## config.mk

```make
export PLATFORM = sky130hd
export DESIGN_NAME = operand_fetch
export DESIGN_NICKNAME = d
export VERILOG_FILES = /design/src/rtl/rf_pkg.sv /design/src/rtl/reg_scoreboard.sv /design/src/rtl/operand_fetch.sv
export SDC_FILE = /design/constraint.sdc
export NUM_CORES = 1
export LEC_CHECK = 0
export CORE_UTILIZATION = 48
export CTS_CLUSTER_DIAMETER = 80
export CTS_CLUSTER_SIZE = 10
export DETAILED_ROUTE_END_ITERATION = 7
export PLACE_DENSITY = 0.88
export SYNTH_ARGS = -nofsm -noshare
export SYNTH_HDL_FRONTEND = slang
export SYNTH_SLANG_ARGS = --single-unit
export TNS_END_PERCENT = 20
```

## constraint.sdc

```tcl
create_clock -name clk -period 7.75 [get_ports clk]
set_clock_uncertainty 0.1 [all_clocks]
set_input_delay 1.55 -clock clk [delete_from_list [all_inputs] [get_ports clk]]
set_output_delay 1.55 -clock clk [all_outputs]
set_load 0.01 [all_outputs]
```

## src/rtl/rf_pkg.sv

```systemverilog
// Shared register-file definitions: widths, the hard-wired zero register and
// the decoded-instruction payload seen by operand fetch.
package rf_pkg;

    localparam int DATA_W   = 32;
    localparam int ADDR_W   = 5;
    localparam int NUM_REGS = 1 << ADDR_W;

    localparam logic [ADDR_W-1:0] ZERO_REG = '0;

    typedef struct packed {
        logic [ADDR_W-1:0] rs1;
        logic [ADDR_W-1:0] rs2;
        logic [ADDR_W-1:0] rd;
        logic              rd_we;
    } instr_t;

endpackage

```

## src/rtl/reg_scoreboard.sv

```systemverilog
// Pending-write scoreboard: one busy bit per register, set by issue, cleared by
// write-back (set wins on the same register), with three combinational lookups.
module reg_scoreboard #(
    parameter int ADDR_W   = 5,
    parameter int NUM_REGS = 32
) (
    input  logic              clk,
    input  logic              nrst,
    input  logic              set_en,
    input  logic [ADDR_W-1:0] set_addr,
    input  logic              clr_en,
    input  logic [ADDR_W-1:0] clr_addr,
    input  logic [ADDR_W-1:0] q_a,
    input  logic [ADDR_W-1:0] q_b,
    input  logic [ADDR_W-1:0] q_c,
    output logic              busy_a,
    output logic              busy_b,
    output logic              busy_c
);

    logic [NUM_REGS-1:0] busy;

    // Entry 0 is skipped so the zero register can never look pending.
    always_ff @(posedge clk) begin
        if (!nrst) begin
            busy <= '0;
        end else begin
            for (int i = 1; i < NUM_REGS; i++) begin
                if (set_en && set_addr == ADDR_W'(i)) begin
                    busy[i] <= 1'b1;
                end else if (clr_en && clr_addr == ADDR_W'(i)) begin
                    busy[i] <= 1'b0;
                end
            end
        end
    end

    assign busy_a = busy[q_a];
    assign busy_b = busy[q_b];
    assign busy_c = busy[q_c];

endmodule

```

## src/rtl/operand_fetch.sv

```systemverilog
// Operand fetch: reads the register file, bypasses write-back, stalls on
// pending writes and hands operands to execute through a one-entry register.
module operand_fetch #(
    parameter int DATA_W   = rf_pkg::DATA_W,
    parameter int ADDR_W   = rf_pkg::ADDR_W,
    parameter int NUM_REGS = rf_pkg::NUM_REGS,
    parameter int CNT_W    = 16
) (
    input  logic              clk,
    input  logic              nrst,
    input  logic              in_valid,
    output logic              in_ready,
    input  logic [ADDR_W-1:0] in_rs1,
    input  logic [ADDR_W-1:0] in_rs2,
    input  logic [ADDR_W-1:0] in_rd,
    input  logic              in_rd_we,
    input  logic              wb_valid,
    input  logic [ADDR_W-1:0] wb_addr,
    input  logic [DATA_W-1:0] wb_data,
    output logic              rf_wr_en,
    output logic [ADDR_W-1:0] rf_wr_addr,
    output logic [DATA_W-1:0] rf_wr_data,
    output logic [ADDR_W-1:0] rf_rd_addrA,
    output logic [ADDR_W-1:0] rf_rd_addrB,
    input  logic [DATA_W-1:0] rf_rd_dataA,
    input  logic [DATA_W-1:0] rf_rd_dataB,
    output logic              out_valid,
    input  logic              out_ready,
    output logic [DATA_W-1:0] out_opA,
    output logic [DATA_W-1:0] out_opB,
    output logic [ADDR_W-1:0] out_rd,
    output logic              out_rd_we,
    output logic [CNT_W-1:0]  stall_cnt
);

    import rf_pkg::*;

    function automatic logic [CNT_W-1:0] sat_inc(input logic [CNT_W-1:0] v);
        return (&v) ? v : v + CNT_W'(1);
    endfunction

    function automatic logic [DATA_W-1:0] sel_operand(input logic [ADDR_W-1:0] rs,
                                                      input logic              fwd,
                                                      input logic [DATA_W-1:0] byp,
                                                      input logic [DATA_W-1:0] rf_data);
        if (rs == ZERO_REG) return '0;
        if (fwd)            return byp;
        return rf_data;
    endfunction

    instr_t            instr_p0;
    logic              fwd_rs1, fwd_rs2, fwd_rd;
    logic              busy_rs1, busy_rs2, busy_rd;
    logic              raw, waw, hazard, slot_free;
    logic              fire_in, fire_out, sb_set;
    logic [DATA_W-1:0] opa_p0, opb_p0;

    logic              vld_p1;
    logic [DATA_W-1:0] opa_p1, opb_p1;
    logic [ADDR_W-1:0] rd_p1;
    logic              rd_we_p1;
    logic [CNT_W-1:0]  stall_q;

    // Stage p0: register-file read, bypass and hazard detection
    assign instr_p0 = '{rs1: in_rs1, rs2: in_rs2, rd: in_rd, rd_we: in_rd_we};

    assign rf_rd_addrA = instr_p0.rs1;
    assign rf_rd_addrB = instr_p0.rs2;
    assign rf_wr_en    = nrst & wb_valid & (wb_addr != ZERO_REG);
    assign rf_wr_addr  = wb_addr;
    assign rf_wr_data  = wb_data;

    assign fwd_rs1 = wb_valid && (wb_addr == instr_p0.rs1);
    assign fwd_rs2 = wb_valid && (wb_addr == instr_p0.rs2);
    assign fwd_rd  = wb_valid && (wb_addr == instr_p0.rd);

    assign opa_p0 = sel_operand(instr_p0.rs1, fwd_rs1, wb_data, rf_rd_dataA);
    assign opb_p0 = sel_operand(instr_p0.rs2, fwd_rs2, wb_data, rf_rd_dataB);

    // A write-back landing this cycle resolves the hazard it would otherwise cause.
    assign raw = ((instr_p0.rs1 != ZERO_REG) && busy_rs1 && !fwd_rs1) ||
                 ((instr_p0.rs2 != ZERO_REG) && busy_rs2 && !fwd_rs2);
    assign waw = instr_p0.rd_we && (instr_p0.rd != ZERO_REG) && busy_rd && !fwd_rd;
    assign hazard = in_valid && (raw || waw);

    assign slot_free = !vld_p1 || out_ready;
    assign in_ready  = nrst && slot_free && !hazard;
    assign fire_in   = in_valid && in_ready;
    assign fire_out  = vld_p1 && out_ready;
    assign sb_set    = fire_in && instr_p0.rd_we && (instr_p0.rd != ZERO_REG);

    reg_scoreboard #(
        .ADDR_W   (ADDR_W),
        .NUM_REGS (NUM_REGS)
    ) u_scoreboard (
        .clk      (clk),
        .nrst     (nrst),
        .set_en   (sb_set),
        .set_addr (instr_p0.rd),
        .clr_en   (wb_valid),
        .clr_addr (wb_addr),
        .q_a      (instr_p0.rs1),
        .q_b      (instr_p0.rs2),
        .q_c      (instr_p0.rd),
        .busy_a   (busy_rs1),
        .busy_b   (busy_rs2),
        .busy_c   (busy_rd)
    );

    // Stage p1: output register towards execute
    always_ff @(posedge clk) begin
        if (!nrst) begin
            vld_p1   <= 1'b0;
            opa_p1   <= '0;
            opb_p1   <= '0;
            rd_p1    <= '0;
            rd_we_p1 <= 1'b0;
        end else if (fire_in) begin
            vld_p1   <= 1'b1;
            opa_p1   <= opa_p0;
            opb_p1   <= opb_p0;
            rd_p1    <= instr_p0.rd;
            rd_we_p1 <= instr_p0.rd_we;
        end else if (fire_out) begin
            vld_p1   <= 1'b0;
        end
    end

    // Only cycles where the output slot could have taken the instruction count as stalls.
    always_ff @(posedge clk) begin
        if (!nrst) begin
            stall_q <= '0;
        end else if (hazard && slot_free) begin
            stall_q <= sat_inc(stall_q);
        end
    end

    assign out_valid = vld_p1;
    assign out_opA   = opa_p1;
    assign out_opB   = opb_p1;
    assign out_rd    = rd_p1;
    assign out_rd_we = rd_we_p1;
    assign stall_cnt = stall_q;

endmodule
```

**Word-level counts from Yosys, hierarchy flattened**

Index checks and enable logic that the tools add are counted.

- Add/sub/neg operators: 1
- Multiply operators: 0
- Divide/modulo/power cells: 0
- Magnitude comparators: 3
- Equal/unequal tests: 65
- Shift operators: 0
- Muxes and demuxes: 84
- Bitwise operators: 3
- Reduce and logical (&&, ||, !) cells: 128

Operator list:

| kind | number |
|---|---|
| 32-bit 2-to-1 mux | 8 |
| 5-bit == test, second input constant | 32 |
| 5-bit by 4-bit == test with 1-bit output, second input constant | 16 |
| 1-bit logical AND | 80 |
| 1-bit 2-to-1 mux | 73 |
| 2-bit nonzero test | 32 |
| 5-bit by 3-bit == test with 1-bit output, second input constant | 8 |
| 5-bit by 2-bit == test with 1-bit output, second input constant | 4 |
| 5-bit nonzero test | 4 |
| 5-bit by 6-bit < comparator with 1-bit output, second input constant | 3 |
| 16-bit by 1-bit adder with 16-bit output, second input constant | 1 |
| 16-bit AND reduction | 1 |
| 1-bit binary-select mux with 5-bit select | 3 |
| 5-bit == test | 3 |
| 5-bit by 1-bit == test with 1-bit output, second input constant | 2 |
| 5-bit logical NOT | 2 |
| 1-bit logical NOT | 5 |
| 1-bit logical OR | 3 |
| 1-bit bitwise AND | 2 |
| 2-bit AND reduction | 1 |
| 1-bit NOT | 1 |

- Flip-flop bits (word level): 118
- Latch bits: 0
- Bits in writable memories: 0
- Memory bits (read-only): 0
- Output and inout bits: 136
- Memories kept: 0

**Logic depth before layout (Yosys ltp)**

Gate-level depths: netlist (run 1).

- Depth after elaboration: 14
- Depth in mapped cells: 11
- Depth with buffers taken out: 8

**Hierarchy**

A second synthesis (run 1) with hierarchy kept.

- Cells, all modules: 754
- Area total of the unflattened synthesis: 6976.7 µm²

Modules (own cells, without submodules):

| module | instances | cells an instance | area an instance (µm²) | seq. area each (µm²) |
|---|---|---|---|---|
| operand_fetch | 1 | 518 | 4709.5 | 1741.7 |
| reg_scoreboard | 1 | 236 | 2267.2 | 620.6 |

**Worst setup path after synthesis (run 1)**

No wires, ideal clock.

- Kind: input-to-output
- Start: in in_rs1[2]
- End: out in_ready
- Arrival time: 3.319 ns
- Required time: 6.100 ns
- Slack: 2.781 ns
- Stages on the path: 7
- Path buffers: 1
- Cells stage by stage: clkbuf_1 -> mux4_2 -> a22oi_1 -> nand3_1 -> nand4b_1 -> nand3_1 -> a21oi_1

- Word-level cells in the longest chain between the ends: 9

RTL lines:

| item | line | source |
|---|---|---|
| start: declaration | operand_fetch.sv:13 | `input logic [ADDR_W-1:0] in_rs1,` |
| 1-bit binary-select mux with 5-bit select or 5-bit == test (tied branches) | reg_scoreboard.sv:38, operand_fetch.sv:73 |  |
| 1-bit 2-to-1 mux (implied by the code) or 1-bit logical AND (tied branches) | reg_scoreboard.sv:38, operand_fetch.sv:73 |  |
| 1-bit logical AND or 1-bit logical NOT (tied branches) | operand_fetch.sv:81 | `assign raw = ((instr_p0.rs1 != ZERO_REG) && busy_rs1 && !fwd_rs1) \|\|` |
| 1-bit logical AND * | operand_fetch.sv:81 |  |
| 1-bit logical OR * | operand_fetch.sv:81 |  |
| 1-bit logical OR * | operand_fetch.sv:84 | `assign hazard = in_valid && (raw \|\| waw);` |
| 1-bit logical AND * | operand_fetch.sv:84 |  |
| 1-bit logical NOT * | operand_fetch.sv:87 | `assign in_ready = nrst && slot_free && !hazard;` |
| 1-bit logical AND * | operand_fetch.sv:87 |  |
| end: declaration | operand_fetch.sv:12 | `output logic in_ready,` |

Every way passes the cells marked *; elsewhere a longest branch is shown, timed or not. The select of a mux whose other input is x is not followed.

**Final worst setup path (run 1)**

- Start: in in_rs2[0]
- End: out in_ready

- Word-level cells in the longest chain between the ends: 9

RTL lines:

| item | line | source |
|---|---|---|
| start: declaration | operand_fetch.sv:14 | `input logic [ADDR_W-1:0] in_rs2,` |
| 1-bit binary-select mux with 5-bit select or 5-bit == test (tied branches) | reg_scoreboard.sv:39, operand_fetch.sv:74 |  |
| 1-bit 2-to-1 mux (implied by the code) or 1-bit logical AND (tied branches) | reg_scoreboard.sv:39, operand_fetch.sv:74 |  |
| 1-bit logical AND or 1-bit logical NOT (tied branches) | operand_fetch.sv:82 | `((instr_p0.rs2 != ZERO_REG) && busy_rs2 && !fwd_rs2);` |
| 1-bit logical AND * | operand_fetch.sv:82 |  |
| 1-bit logical OR * | operand_fetch.sv:81 |  |
| 1-bit logical OR * | operand_fetch.sv:84 |  |
| 1-bit logical AND * | operand_fetch.sv:84 |  |
| 1-bit logical NOT * | operand_fetch.sv:87 |  |
| 1-bit logical AND * | operand_fetch.sv:87 |  |

Marked as above.

==> results.toml, run 1 <==
[outcome]
outcome = "complete, no violations"

[synth]
muxShareOfSynthArea = 0.1782
yosysSeqAreaShare = 0.3518
ys_types = 53
synth_warnings = 0
synth_nets = 865
synth_fa_ha_area_frac = 0.001864
synth_area_sq_um = 6714
ys_ff_latch = 118
async_flop_share = 0
avgSynthCellArea_sq_um = 9.048
synth_top_family_by_area = "compound AO/OA/AOI/OAI gates"
synthCells = 742
synth_flop_cell = "dfxtp_1"
synth_edf_count = 0
synth_compound_area_frac = 0.1897
synth_xor_area_frac = 0.01957
synthSimpleGateAreaFrac = 0.1554

[setup_path]
r2r-start = "u_scoreboard.busy[13]"
worstSetupStartpoint = "in_rs2[0]"
cp.arrival_ns = 4.85
rr_worst_depth = 7
crit_required_ns = 6.10
worst-setup-path-type = "primary input to output port"
critical_path.endpoint_type = "output port"
worstPathMaxFanout = 13
worstSetupStartpointType = "primary input"

[global_routing]
grt_pass1_wl_mm = 35.09
grt_pass1_vias = 6392
overflow = 0
antenna_found_initial = 0
grt_max_degree = 89
grt_usage = 0.3171

[finish]
final_util = 0.7054
design_area_sq_um = 9489
syn_to_final_growth_pct = 41.33
fin_nets = 1028
seq_area_sq_um = 2362
antenna_cells = 0
stdcell_count = 1092
fillers = 1042
multi_input_area_sq_um = 3660
drive_above_1_share = 0.06987

[power]
ir_drop_mv = 0.1360
p_leak_nw = 3.229
p_seq_frac = 0.369
switchingPower_mw = 0.4453
p_comb_frac = 0.179
powerDensity_nw_per_um2 = 184.3
p_clk_frac = 0.451
intPower_mw = 1.304
power.total_mw = 1.749
swShare = 0.2546

[sta]
setup_viol = 0
whs_ns = 0.3652
finalMaxSlewViolations = 0
rsz0062_at_grt = "false"
fin_crit_sh = 0.8388
tns_ns = 0
finalHoldViolations = 0
worst_slew_pin_slew_ns = 1.032
max_freq_ghz = 0.1538
fin_crit_ns = 6.501
setup_ws_ns = 1.249
slew_headroom = 0.3118

[clocking]
cts_buffer_depth = 2
cts-root-buf = "clkbuf_16"
clk_pin_slew_worst_paths_ns = 0.05
h-tree-depth = 4
post_cts_buffers = 0
ctsResizeCount = 0
cts_sinks = 118
cts_tree = "built"
postCtsHoldBufs = 0
cts_buffers = 17
clk_latency_ns = 0.42

[placement]
placed_cells = 1062
dp_hpwl_mm = 16.46
place_ws_ns = 1.273
port_buffers = 257
gp_congestion = 1.010
placed_area_sq_um = 8902

[drt]
wl_mm = 22.89
avgRoutedWirePerCell_um = 20.97
dr.pass1.iters = 5
drc_errors = 0
via_per_inst = 6.130
drt_iter0_drc = 672
postRouteAntennaNets = 0
num_vias = 6694

[worst_hold_path]
hold_path.class = "flip-flop to flip-flop"
whs_path_depth = 2
hp-start = "out_opA[18]"

[floorplan]
start_util = 0.4991
die-width_um = 120.3
io_pins = 258
dieArea_sq_um = 14460
die_h_um = 120.3
core-area_sq_um = 13450
num_rows = 42

[flow_run]
max-cap-violations = 0
per-layer routing:
| layer | vias to the layer above | share of wire | global-route usage | wire (um) |
|---|---|---|---|---|
| met3 | 70 | 0.078 | 0.07642 | 1776 |
| li1 | 3083 | - | - | - |
| met2 | 333 | 0.48 | 0.5309 | 11050 |
| met4 | 0 | 0.039 | 0.1535 | 894 |
| met1 | 3208 | 0.40 | 0.3803 | 9170 |
| met5 | - | 0 | 0 | 0 |
cells by family after synthesis:
| family | Yosys count |
|---|---|
| compound gates | 182 |
| xor+xnor | 15 |
| fa+ha+maj | 1 |
| buf+inv | 131 |
| flops | 118 |
| mux | 101 |
| simple gates | 194 |
registers in the layout (all words and copies together), names as in the netlist:
name and flops:
out_opB 32, out_valid 1, stall_cnt 16, out_rd_we 1, out_rd 5, out_opA 32
u_scoreboard.busy 31
cells in the mapped netlist, drive strengths merged, types with 2 or more instances:
| cell | number | area, sq um |
|---|---|---|
| a221oi | 4 | 35.03 |
| or3 | 3 | 18.77 |
| mux2 | 8 | 90.09 |
| nand4 | 4 | 31.28 |
| or2 | 2 | 12.51 |
| nor3 | 2 | 10.01 |
| nand4b | 2 | 32.53 |
| xnor2 | 3 | 26.28 |
| and3 | 8 | 50.05 |
| nor2 | 8 | 30.03 |
| o41ai | 2 | 17.52 |
| a311o | 2 | 20.02 |
| a22oi | 3 | 22.52 |
| o211ai | 31 | 232.7 |
| nand2 | 30 | 112.6 |
| nor4 | 6 | 37.54 |
| xor2 | 12 | 105.1 |
| clkbuf | 45 | 168.9 |
| nand2b | 12 | 75.07 |
| or4 | 7 | 56.30 |
| a21oi | 12 | 60.06 |
| o31ai | 73 | 548.0 |
| mux2i | 79 | 790.8 |
| a41o | 3 | 30.03 |
| o2111ai | 3 | 26.28 |
| o21ai | 37 | 185.2 |
| inv | 12 | 45.04 |
| dfxtp | 118 | 2362 |
| buf | 74 | 480.5 |
| nand3 | 94 | 470.5 |
| nor2b | 9 | 56.30 |
| o311ai | 3 | 26.28 |
| mux4 | 14 | 315.3 |
| and2 | 3 | 18.77 |
| a31oi | 3 | 18.77 |
| o221ai | 2 | 17.52 |
cell type report:
type / instances / area share
multi-input cells: 493 / 0.3857
repair buffers: 263 / 0.2756
flip-flops and latches: 118 / 0.2489
inverters: 12 / 0.004747
clock inverters: 10 / 0.01371
well taps: 176 / 0.02321
clock buffers: 20 / 0.04813
critical path, cell delays in order:
cell	delay, ns
clkdlybuf4s50_1	0.88
mux4_2	0.58
a211o_1	0.30
o2111ai_1	0.30
nand3_1	0.42
a21oi_1	0.26
clkdlybuf4s50_1	0.56
worst paths after layout:
check                          endpoint  slack, ns
setup reg to reg  u_scoreboard.busy[13]       4.11
hold reg to reg             out_opA[18]       0.37
setup / recovery               in_ready       1.25
hold / removal              out_opA[18]       0.37
placed cells by master (no fill, tap or decap), types with 8 or more instances in the layout:
cell               n
o211ai_1          31
mux2i_1           79
inv_1             12
o31ai_1           73
o21ai_1           27
nor2_1             8
clkdlybuf4s50_1  256
dfxtp_1          118
clkbuf_16         17
nand2b_1          12
xor2_1            12
mux4_2            14
a21oi_1           12
nand2_1           30
o21ai_0           10
nor2b_1            9
nand3_1           94
power groups by stage:
stage | Sequential, mW | Clock [mW] | Combinational [mW]
3_5_place_dp | 0.658 | 0 | 0.310
4_1_cts | 0.646 | 0.796 | 0.312
5_1_grt | 0.648 | 0.827 | 0.334
6_report | 0.646 | 0.789 | 0.314
2_1_floorplan | 0.668 | 0 | 0.145
3_3_place_gp | 0.657 | 0 | 0.307
(Power assumes the default switching activity.)
==> run 2: changes to the inputs <==
Settings changed: CORE_UTILIZATION 48 to 40, PLACE_DENSITY 0.88 to 0.78.
Clock period 7.75 ns to 5.56 ns, I/O delays scaled along.
==> run 2 against run 1 <==
Largest cell class unchanged. Register-to-register slack got worse by 1.4 ns. Sequential share of layout area is 0.38 points lower. Core utilization fell by 11 points. Highest routed layer unchanged. Global-route usage shrank 4.8 points.
==> results.toml, run 2 (synthesized netlist as in run 1, its figures left out) <==
[worst_hold_path]
hp-start = "out_opB[18]"
hold_path.class = "flip-flop to flip-flop"

[sta]
whs_ns = 0.3635
fin_crit_ns = 5.301
worst_slew_pin_slew_ns = 0.6937
fin_crit_sh = 0.9535
tns_ns = 0
finalMaxSlewViolations = 0
max_freq_ghz = 0.1886
rsz0062_at_grt = "false"
setup_viol = 0
setup_ws_ns = 0.2586
slew_headroom = 0.5375
finalHoldViolations = 0

[placement]
port_buffers = 257
dp_hpwl_mm = 16.96
placed_area_sq_um = 9047
gp_congestion = 1.000
place_ws_ns = 0.3008

[drt]
dr.pass1.iters = 5
postRouteAntennaNets = 0
via_per_inst = 5.901
drc_errors = 0
avgRoutedWirePerCell_um = 20.62
drt_iter0_drc = 572
wl_mm = 23.56
num_vias = 6745

[floorplan]
die-width_um = 131.6
num_rows = 46
dieArea_sq_um = 17310
start_util = 0.4166
io_pins = 258
core-area_sq_um = 16120
die_h_um = 131.6

[global_routing]
antenna_found_initial = 0
grt_max_degree = 140
grt_pass1_vias = 6274
overflow = 0
grt_pass1_wl_mm = 36.44
grt_usage = 0.2686

[clocking]
cts_buffer_depth = 2
cts-root-buf = "clkbuf_16"
postCtsHoldBufs = 0
cts_tree = "built"
clk_pin_slew_worst_paths_ns = 0.05
h-tree-depth = 4
clk_latency_ns = 0.41
cts_buffers = 17
cts_sinks = 118

[setup_path]
critical_path.endpoint_type = "output port"
crit_required_ns = 4.35
worstSetupStartpointType = "primary input"
cp.arrival_ns = 4.09
worstPathMaxFanout = 9
r2r-start = "u_scoreboard.busy[3]"
worstSetupStartpoint = "in_rs1[0]"
worst-setup-path-type = "primary input to output port"

[flow_run]
max-cap-violations = 0

[power]
powerDensity_nw_per_um2 = 252.3
ir_drop_mv = 0.2198
p_leak_nw = 3.280

[finish]
fillers = 1409
layout_common_cells = "clkdlybuf4s50_1, dfxtp_1, nand3_1, mux2i_1, o31ai_1"
final_util = 0.5981
design_area_sq_um = 9638
fin_nets = 1039
seq_area_sq_um = 2362
multi_input_area_sq_um = 3666
drive_above_1_share = 0.08091
antenna_cells = 0
syn_to_final_growth_pct = 43.55
layout_commonest_cell = "clkdlybuf4s50_1"

[outcome]
outcome = "complete, no violations"
-- run 2: changes by cell type in the layout (fill, tap and decap cells not counted), sizes merged --
cell	previous run	this run
buf	7	18
bufinv	3	2
clkbuf	20	23
clkinv	5	2
clkinvlp	2	3
-- run 2: metal layers --
layer | global-route usage | up-vias | part of all wire
li1 | - | 3103 | -
met1 | 0.3361 | 3236 | 0.41
met2 | 0.4427 | 348 | 0.48
met3 | 0.05826 | 58 | 0.077
met4 | 0.1156 | 0 | 0.031
met5 | 0 | - | 0
-- run 2: repair_timing --
| item | in CTS | in global routing |
|---|---|---|
| setup buffers | 0 | 0 |
| gates resized for setup | 0 | 1 |
| setup endpoints to repair | 0 | 1 |
-- run 2: layout make-up --
type	count	area share
inverter	12	0.004674
tap	216	0.02804
timing repair buffer	274	0.2812
clock buffer	23	0.05063
clock inverter	7	0.009996
multi-input combinational	493	0.3804
sequential	118	0.2451
-- run 2: worst paths after layout --
path                          endpoint  slack, ns  depth (start not counted)
setup reg to reg  u_scoreboard.busy[8]       2.76                          7
hold / removal             out_opB[18]       0.36                          2
setup / recovery              in_ready       0.26                          8
hold reg to reg            out_opB[18]       0.36                          2
-- run 2: power breakdown --
| part | leakage [nW] | total, mW | switching, mW | internal (mW) |
|---|---|---|---|---|
| logic | 2.05 | 0.449 | 0.224 | 0.225 |
| clock network | 0.277 | 1.08 | 0.383 | 0.701 |
| registers | 0.958 | 0.899 | 0.0182 | 0.881 |
| total | 3.28 | 2.43 | 0.625 | 1.81 |
-- run 2: metrics by stage --
step	power, mW	instances
floorplan	1.133	742
global placement	1.358	1113
detailed placement	1.361	1113
CTS	2.445	1143
global route	2.518	1143
finish	2.432	1143
-- run 2: worst max-delay path, cell delays in order --
cell	delay (ns)
clkdlybuf4s50_1	0.81
mux4_2	0.57
a22oi_1	0.19
nand3_1	0.16
nand4b_1	0.26
nand3_1	0.16
a21oi_1	0.25
clkdlybuf4s50_1	0.58
==> run 3: changes to the inputs <==
Settings changed: CTS_CLUSTER_DIAMETER 80 to 200.
==> results of run 3 <==
Final layout, timing and power as in run 2 (identical DEF).
